## src/rtl/harmonic_sequencer.sv

```systemverilog
// -----------------------------------------------------------------------------
// harmonic_sequencer
//
// Per-sample control engine for the additive oscillator. Once per sample
// period it sweeps harmonics 0..limit, handshakes with the sample position
// lookup and the harmonic scaler, then scales each sine sample and adds it
// into one of NUM_CHANNELS saturating accumulators, chosen round-robin
// (harmonic h goes to channel h mod NUM_CHANNELS). On every sample tick the
// accumulators are latched onto o_Totals for the DAC stage and a new frame
// begins. A tick that arrives before a frame has finished aborts that frame.
// The partial totals are still delivered and the event is flagged as an
// overrun.
//
// Ports:
//   i_Clock, reset_n        main clock; asynchronous active-low reset
//   i_Harmonic_Limit        highest harmonic to process (sampled at frame start)
//   i_Comb_Enable           1 = harmonics in the comb notch are not accumulated
//   o_Harmonic              current harmonic index (to the lookup)
//   o_Next_Sample           pulse: start a lookup for o_Harmonic
//   i_Sample_Ready          level: i_Sample_Value is valid
//   i_Sample_Value          signed sine sample
//   i_Freq_Too_High         current harmonic is above Nyquist; ends the frame
//   o_Mult_Start            pulse: scaler steps to the next harmonic
//   o_Mult_Restart          pulse: scaler reloads its initial value
//   i_Mult                  unsigned scale factor, fraction of 2^MULT_BITS
//   i_Mult_Ready            level: i_Mult and i_Comb_Muted are valid
//   i_Comb_Muted            current harmonic falls in the comb notch
//   o_Totals                latched totals, channel c at [c*ACC_W +: ACC_W]
//   o_Totals_Valid          pulse once per sample tick (DAC start)
//   o_Overrun               pulse when a tick aborts an unfinished frame
//   o_Overrun_Count         saturating count of overruns since reset
// -----------------------------------------------------------------------------
module harmonic_sequencer #(
    parameter int NUM_CHANNELS    = 2,
    parameter int HARM_W          = 8,
    parameter int MAX_HARMONICS   = 64,
    parameter int SAMPLE_INTERVAL = 1000,
    parameter int SAMPLE_W        = 16,
    parameter int MULT_BITS       = 9,
    parameter int ACC_W           = 32
) (
    input  logic                          i_Clock,
    input  logic                          reset_n,
    input  logic [HARM_W-1:0]             i_Harmonic_Limit,
    input  logic                          i_Comb_Enable,
    output logic [HARM_W-1:0]             o_Harmonic,
    output logic                          o_Next_Sample,
    input  logic                          i_Sample_Ready,
    input  logic [SAMPLE_W-1:0]           i_Sample_Value,
    input  logic                          i_Freq_Too_High,
    output logic                          o_Mult_Start,
    output logic                          o_Mult_Restart,
    input  logic [MULT_BITS-1:0]          i_Mult,
    input  logic                          i_Mult_Ready,
    input  logic                          i_Comb_Muted,
    output logic [NUM_CHANNELS*ACC_W-1:0] o_Totals,
    output logic                          o_Totals_Valid,
    output logic                          o_Overrun,
    output logic [7:0]                    o_Overrun_Count
);

    localparam int TIMER_W = (SAMPLE_INTERVAL > 1) ? $clog2(SAMPLE_INTERVAL) : 1;
    localparam int PTR_W   = (NUM_CHANNELS > 1) ? $clog2(NUM_CHANNELS) : 1;
    localparam int PROD_W  = SAMPLE_W + MULT_BITS + 1;

    localparam logic [HARM_W-1:0]      MAX_IDX    = HARM_W'(MAX_HARMONICS - 1);
    localparam logic [TIMER_W-1:0]     TIMER_LAST = TIMER_W'(SAMPLE_INTERVAL - 1);
    localparam logic [PTR_W-1:0]       PTR_LAST   = PTR_W'(NUM_CHANNELS - 1);
    localparam logic signed [ACC_W-1:0] ACC_MAX   = {1'b0, {(ACC_W-1){1'b1}}};
    localparam logic signed [ACC_W-1:0] ACC_MIN   = {1'b1, {(ACC_W-1){1'b0}}};

    typedef enum logic [2:0] {
        IDLE,
        MULT_WAIT,
        SAMPLE_WAIT,
        ACCUM,
        NEXT,
        DONE,
        WAIT_TICK
    } state_t;

    state_t state;
    state_t state_next;

    // Sample-rate timer. It is free-running and never touched by the FSM,
    // so ticks stay exactly SAMPLE_INTERVAL clocks apart even on overrun.
    logic [TIMER_W-1:0] timer;
    logic               tick;

    assign tick = (timer == TIMER_LAST);

    always_ff @(posedge i_Clock or negedge reset_n) begin
        if (!reset_n) begin
            timer <= '0;
        end else if (tick) begin
            timer <= '0;
        end else begin
            timer <= timer + TIMER_W'(1);
        end
    end

    // Frame context
    logic [HARM_W-1:0]          limit_q;
    logic [MULT_BITS-1:0]       mult_q;
    logic                       mute_q;
    logic [PTR_W-1:0]           ptr;
    logic signed [ACC_W-1:0]    acc [NUM_CHANNELS];

    // FSM control strobes
    logic frame_start;
    logic overrun;
    logic harm_last;
    logic advance;
    logic latch_mult;
    logic do_accum;

    // NOTE: sequential state is updated with non-blocking assignments so every
    // register samples the pre-edge values regardless of block ordering.
    always_ff @(posedge i_Clock or negedge reset_n) begin
        if (!reset_n) begin
            state <= IDLE;
        end else begin
            state <= state_next;
        end
    end

    // NOTE: every signal driven here gets a default first, so no path can
    // leave one unassigned and infer a latch.
    always_comb begin
        state_next  = state;
        frame_start = 1'b0;
        overrun     = 1'b0;
        advance     = 1'b0;
        latch_mult  = 1'b0;
        do_accum    = 1'b0;
        harm_last   = (o_Harmonic >= limit_q) || i_Freq_Too_High;

        if (tick) begin
            // A tick always starts a new frame; outside IDLE/WAIT_TICK the
            // frame in flight is cut short (DONE included).
            frame_start = 1'b1;
            overrun     = (state != IDLE) && (state != WAIT_TICK);
            state_next  = MULT_WAIT;
        end else begin
            case (state)
                IDLE, WAIT_TICK: state_next = state;
                MULT_WAIT: begin
                    if (i_Mult_Ready) begin
                        latch_mult = 1'b1;
                        state_next = SAMPLE_WAIT;
                    end
                end
                SAMPLE_WAIT: begin
                    if (i_Sample_Ready) begin
                        state_next = ACCUM;
                    end
                end
                ACCUM: begin
                    // Muted harmonics still walk the full handshake so the
                    // lookup and scaler stay in step; only the add is skipped.
                    do_accum   = !mute_q;
                    state_next = NEXT;
                end
                NEXT: begin
                    if (harm_last) begin
                        state_next = DONE;
                    end else begin
                        advance    = 1'b1;
                        state_next = MULT_WAIT;
                    end
                end
                DONE:    state_next = WAIT_TICK;
                default: state_next = IDLE;
            endcase
        end
    end

    // Scale and saturating add for the selected channel.
    logic signed [PROD_W-1:0] product;
    logic signed [ACC_W-1:0]  scaled;
    logic signed [ACC_W-1:0]  acc_sel;
    logic [ACC_W:0]           sum;
    logic signed [ACC_W-1:0]  sum_sat;

    always_comb begin
        product = PROD_W'($signed(i_Sample_Value)) * PROD_W'($signed({1'b0, mult_q}));
        // Arithmetic shift floors toward -inf for negative products.
        scaled  = ACC_W'(product >>> MULT_BITS);
        acc_sel = acc[ptr];
        sum     = {acc_sel[ACC_W-1], acc_sel} + {scaled[ACC_W-1], scaled};
        // The extra sum bit disagreeing with the sign bit means the add
        // left the representable range; clamp instead of wrapping.
        if (sum[ACC_W] != sum[ACC_W-1]) begin
            sum_sat = sum[ACC_W] ? ACC_MIN : ACC_MAX;
        end else begin
            sum_sat = sum[ACC_W-1:0];
        end
    end

    always_ff @(posedge i_Clock or negedge reset_n) begin
        if (!reset_n) begin
            // NOTE: the accumulator array is reset explicitly; a reset mid-frame
            // must not leak stale partial sums into the first totals after it.
            for (int c = 0; c < NUM_CHANNELS; c++) begin
                acc[c] <= '0;
            end
            o_Totals        <= '0;
            o_Totals_Valid  <= 1'b0;
            o_Mult_Restart  <= 1'b0;
            o_Mult_Start    <= 1'b0;
            o_Next_Sample   <= 1'b0;
            o_Overrun       <= 1'b0;
            o_Overrun_Count <= '0;
            o_Harmonic      <= '0;
            ptr             <= '0;
            limit_q         <= '0;
            mult_q          <= '0;
            mute_q          <= 1'b0;
        end else begin
            o_Totals_Valid <= frame_start;
            o_Mult_Restart <= frame_start;
            o_Next_Sample  <= frame_start | advance;
            o_Mult_Start   <= advance;
            o_Overrun      <= overrun;

            if (overrun && (o_Overrun_Count != 8'hFF)) begin
                o_Overrun_Count <= o_Overrun_Count + 8'd1;
            end

            if (frame_start) begin
                for (int c = 0; c < NUM_CHANNELS; c++) begin
                    o_Totals[c*ACC_W +: ACC_W] <= acc[c];
                    acc[c]                     <= '0;
                end
                o_Harmonic <= '0;
                ptr        <= '0;
                limit_q    <= (i_Harmonic_Limit > MAX_IDX) ? MAX_IDX : i_Harmonic_Limit;
            end else begin
                if (latch_mult) begin
                    mult_q <= i_Mult;
                    mute_q <= i_Comb_Muted & i_Comb_Enable;
                end
                if (do_accum) begin
                    acc[ptr] <= sum_sat;
                end
                if (advance) begin
                    o_Harmonic <= o_Harmonic + HARM_W'(1);
                    ptr        <= (ptr == PTR_LAST) ? '0 : ptr + PTR_W'(1);
                end
            end
        end
    end

endmodule

```

## config.mk

```make
export PLATFORM = sky130hd
export DESIGN_NAME = harmonic_sequencer
export DESIGN_NICKNAME = d
export VERILOG_FILES = /design/src/rtl/harmonic_sequencer.sv
export SDC_FILE = /design/constraint.sdc
export NUM_CORES = 1
export LEC_CHECK = 0
export BUFFER_PORTS_ARGS = -buffer_cell sky130_fd_sc_hd__clkbuf_2
export CORE_MARGIN = 5
export CORE_UTILIZATION = 40
export CTS_CLUSTER_DIAMETER = 60
export DETAILED_ROUTE_END_ITERATION = 16
export SYNTH_ARGS = -nofsm -noshare
export SYNTH_HDL_FRONTEND = slang
export SYNTH_SLANG_ARGS = --single-unit
```

## constraint.sdc

```tcl
create_clock -name i_Clock -period 9.4 [get_ports i_Clock]
set_input_delay 1.88 -clock i_Clock [delete_from_list [all_inputs] [get_ports i_Clock]]
set_output_delay 1.88 -clock i_Clock [all_outputs]
set_load 0.02 [all_outputs]
```

==> impl_metrics.json <==
{
  "worst-path-stages": 39,
  "insertion_delay_ns": 0.44,
  "end_kind": "flop",
  "rrSetupSlack_ns": 0.74,
  "cts_tree": "done",
  "nets": 2066,
  "period_minus_slack_ns": 9.36,
  "worstReg2RegStart": "mult_q[2]$_DFFE_PN0P_",
  "final_cell_mix": "nand2_1 (358), inv_1 (179), dfrtp_1 (179)",
  "drv_slew": 0,
  "drt_iter0_markers": 520,
  "r2r_end": "acc[22]$_DFFE_PN0P_",
  "routedWlPerCell_um": 15.9,
  "max_cap_viol_count": 0,
  "yosys_warnings": 0,
  "rows": 69,
  "cts-htree-levels": 4,
  "max_freq_mhz": 107,
  "fin_skew_ns": 0.0123,
  "portBuffers": 124,
  "critPathMaxStageDelay_ns": 0.55,
  "diodes": 0,
  "worst_ep_required_time_ns": 9.73,
  "period_share_pct": 99.5,
  "dieArea_um2": 39900,
  "grt_max_degree": 111,
  "syn2layout_area_growth_pct": 21.9,
  "critPathArrivalTime_ns": 9.69,
  "die_x_um": 200,
  "antenna_left": 0,
  "drc": 0,
  "cts_made_buffers": 17,
  "critPathKind": "in -> reg",
  "io_pins": 125,
  "grtUsageTotal_pct": 18.7,
  "synth_flop_cell": "dfrtp_1",
  "clk_pin_slew_ns": 0.08,
  "antenna_found_initial": 0,
  "cp_max_fo": 5,
  "netlist_area_um2": 14400,
  "syn_nets": 1851,
  "hp-class": "reg -> reg",
  "worstSetupStartpoint": "i_Sample_Value[7]",
  "vias": 11518,
  "grt_pass1_wl_mm": 60.7,
  "crit_buf_inv": 9,
  "drive_above_1_share_pct": 23.5,
  "hold_viol_final": 0,
  "hpwl_mm": 27.0,
  "initial_core_util_pct": 40.5,
  "wl_met1_mm": 17.1,
  "path_common_cell": "fa_1",
  "wl_mm": 36.4,
  "rsz0062_at_grt": "true",
  "grt_pass1_vias": 11989,
  "synthCells": 1596,
  "post-place-ws_ns": -0.669,
  "clockRootBuffer": "clkbuf_16",
  "synth.yosys.seq_area_share_pct": 31.3,
  "routabilityCongestion": 0.870,
  "final_common_cell": "nand2_1",
  "die_h_um": 200,
  "syn_avg_cell_area_um2": 9.02,
  "clk_path_buf_depth": 2,
  "utilization_pct": 49.3,
  "placed_area_um2": 16300,
  "core_area_um2": 35600,
  "top_layer_used": "met4",
  "final_area_um2": 17500,
  "yosysUniqueCellTypes": 71,
  "cp-start-kind": "input port",
  "wl_met2_mm": 17.3,
  "critPathTopFamily": "adder cells",
  "vias_per_cell": 5.04,
  "first_pass_iters": 5,
  "worstSetupEndpoint": "acc[22]$_DFFE_PN0P_",
  "cts_num_sinks": 180,
  "synth_seq_cells": 180,
  "gr-total-overflow": 0,
  "setup_ws_ns": 0.0424,
  "slew_headroom_pct": 38.1,
  "postSynth.asyncResetShare_pct": 100,
  "crit_path_top_delay_cell": "fa_1",
  "ff2ff_path_depth": 38,
  "tightest_slew_ns": 0.928,
  "outcome": "finished clean",
  "wl_met3_mm": 1.53,
  "setup_violations": 0,
  "synth_edf_count": 0,
  "postCtsHoldBufs": 0
}
-- registers in the layout, indices dropped and copies added (netlist names) --
register and count:
o_Mult_Start 1, ptr 1, state 3, o_Harmonic 8
o_Overrun_Count 8, o_Totals_Valid 1, mult_q 9, acc 64
mute_q 1, timer 10, o_Next_Sample 1, o_Totals 64
o_Overrun 1, limit_q 8
-- worst min-delay path: cells and delay by family, from the launching register on --
| kind | cells | cell delay (ns) |
|---|---|---|
| and+or+nand+nor | 2 | 0.11 |
| DFF | 1 | 0.34 |
-- Yosys cell counts, types with 5 or more instances --
master | n | area share [%]
a211oi_1 | 7 | 0.37
a21o_1 | 16 | 0.83
a21oi_1 | 60 | 2.1
a22o_1 | 7 | 0.43
a31oi_1 | 6 | 0.26
and2_1 | 71 | 3.1
and3_1 | 13 | 0.57
buf_1 | 8 | 0.21
clkbuf_1 | 50 | 1.3
dfrtp_1 | 180 | 31
fa_1 | 122 | 17
ha_1 | 93 | 8.1
inv_1 | 180 | 4.7
mux2_2 | 36 | 2.8
mux2i_1 | 13 | 0.90
nand2_1 | 362 | 9.4
nand2b_1 | 12 | 0.52
nand3_1 | 16 | 0.56
nand4_1 | 10 | 0.43
nor2_1 | 75 | 2.0
nor2b_1 | 8 | 0.35
nor3_1 | 9 | 0.31
nor4_1 | 9 | 0.39
o211ai_1 | 10 | 0.52
o21a_1 | 7 | 0.37
o21ai_0 | 55 | 1.9
o21ai_1 | 20 | 0.70
o21bai_1 | 6 | 0.31
o31ai_1 | 5 | 0.26
xnor2_1 | 37 | 2.3
xor2_1 | 26 | 1.6
-- logic make-up after synthesis --
group | count (synthesis) | synth area share, %
AND/OR/NAND/NOR | 605 | 18.7
buffers and inverters | 249 | 6.69
flip-flops | 180 | 31.3
XOR/XNOR | 67 | 4.37
multiplexers | 49 | 3.72
adder cells (fa/ha/maj) | 215 | 25.1
AO/OA/AOI/OAI | 231 | 10.2
-- how the worst min path moves through the flow --
stage	slack (ns)	end	startpoint	cells past startpoint
3_3_place_gp	0.46	o_Totals[62]$_DFFE_PN0P_	o_Totals[62]$_DFFE_PN0P_	2
2_1_floorplan	0.44	timer[9]$_DFF_PN0_	timer[9]$_DFF_PN0_	1
4_1_cts	0.48	o_Totals[49]$_DFFE_PN0P_	o_Totals[49]$_DFFE_PN0P_	2
3_5_place_dp	0.46	o_Totals[49]$_DFFE_PN0P_	o_Totals[49]$_DFFE_PN0P_	2
6_report	0.48	o_Totals[49]$_DFFE_PN0P_	o_Totals[49]$_DFFE_PN0P_	2
5_1_grt	0.50	o_Totals[5]$_DFFE_PN0P_	o_Totals[5]$_DFFE_PN0P_	2
-- metrics by stage --
| stage | setup TNS [ns] | hold slack, ns | instances |
|---|---|---|---|
| after floorplan | -0.0777 | 0.444 | 1596 |
| after global placement | -25.58 | 0.459 | 2225 |
| after detailed placement | -35.68 | 0.463 | 2225 |
| after CTS | 0 | 0.482 | 2265 |
| after global routing | -18.57 | 0.502 | 2285 |
| final | 0 | 0.478 | 2285 |
-- metal layers --
metal / vias up / global-route usage (%)
met4: 0 / 4.00
met1: 5707 / 26.2
li1: 5585 / -
met3: 37 / 2.85
met2: 189 / 30.9
met5: - / 0
-- layout make-up --
type / count / area, um^2
Multi-Input combinational cell: 1168 / 9420
Tap cell: 461 / 577
Sequential cell: 180 / 4510
Clock inverter: 15 / 164
Inverter: 182 / 683
Timing Repair Buffer: 262 / 1770
Fill cell: 3382 / 18000
Clock buffer: 17 / 425
-- repair_timing --
| action | 4_1_cts | 5_1_grt |
|---|---|---|
| pin swaps | 24 | 48 |
| cloned | 0 | 2 |
| buffers inserted | 8 | 18 |
| endpoints found under the setup margin | 61 | 64 |
| gates resized for setup | 16 | 103 |
| endpoints found under the hold margin | 0 | 0 |
Power is not shown: default switching activity piles up to over one toggle a cycle in this logic, so the estimate is an artifact.
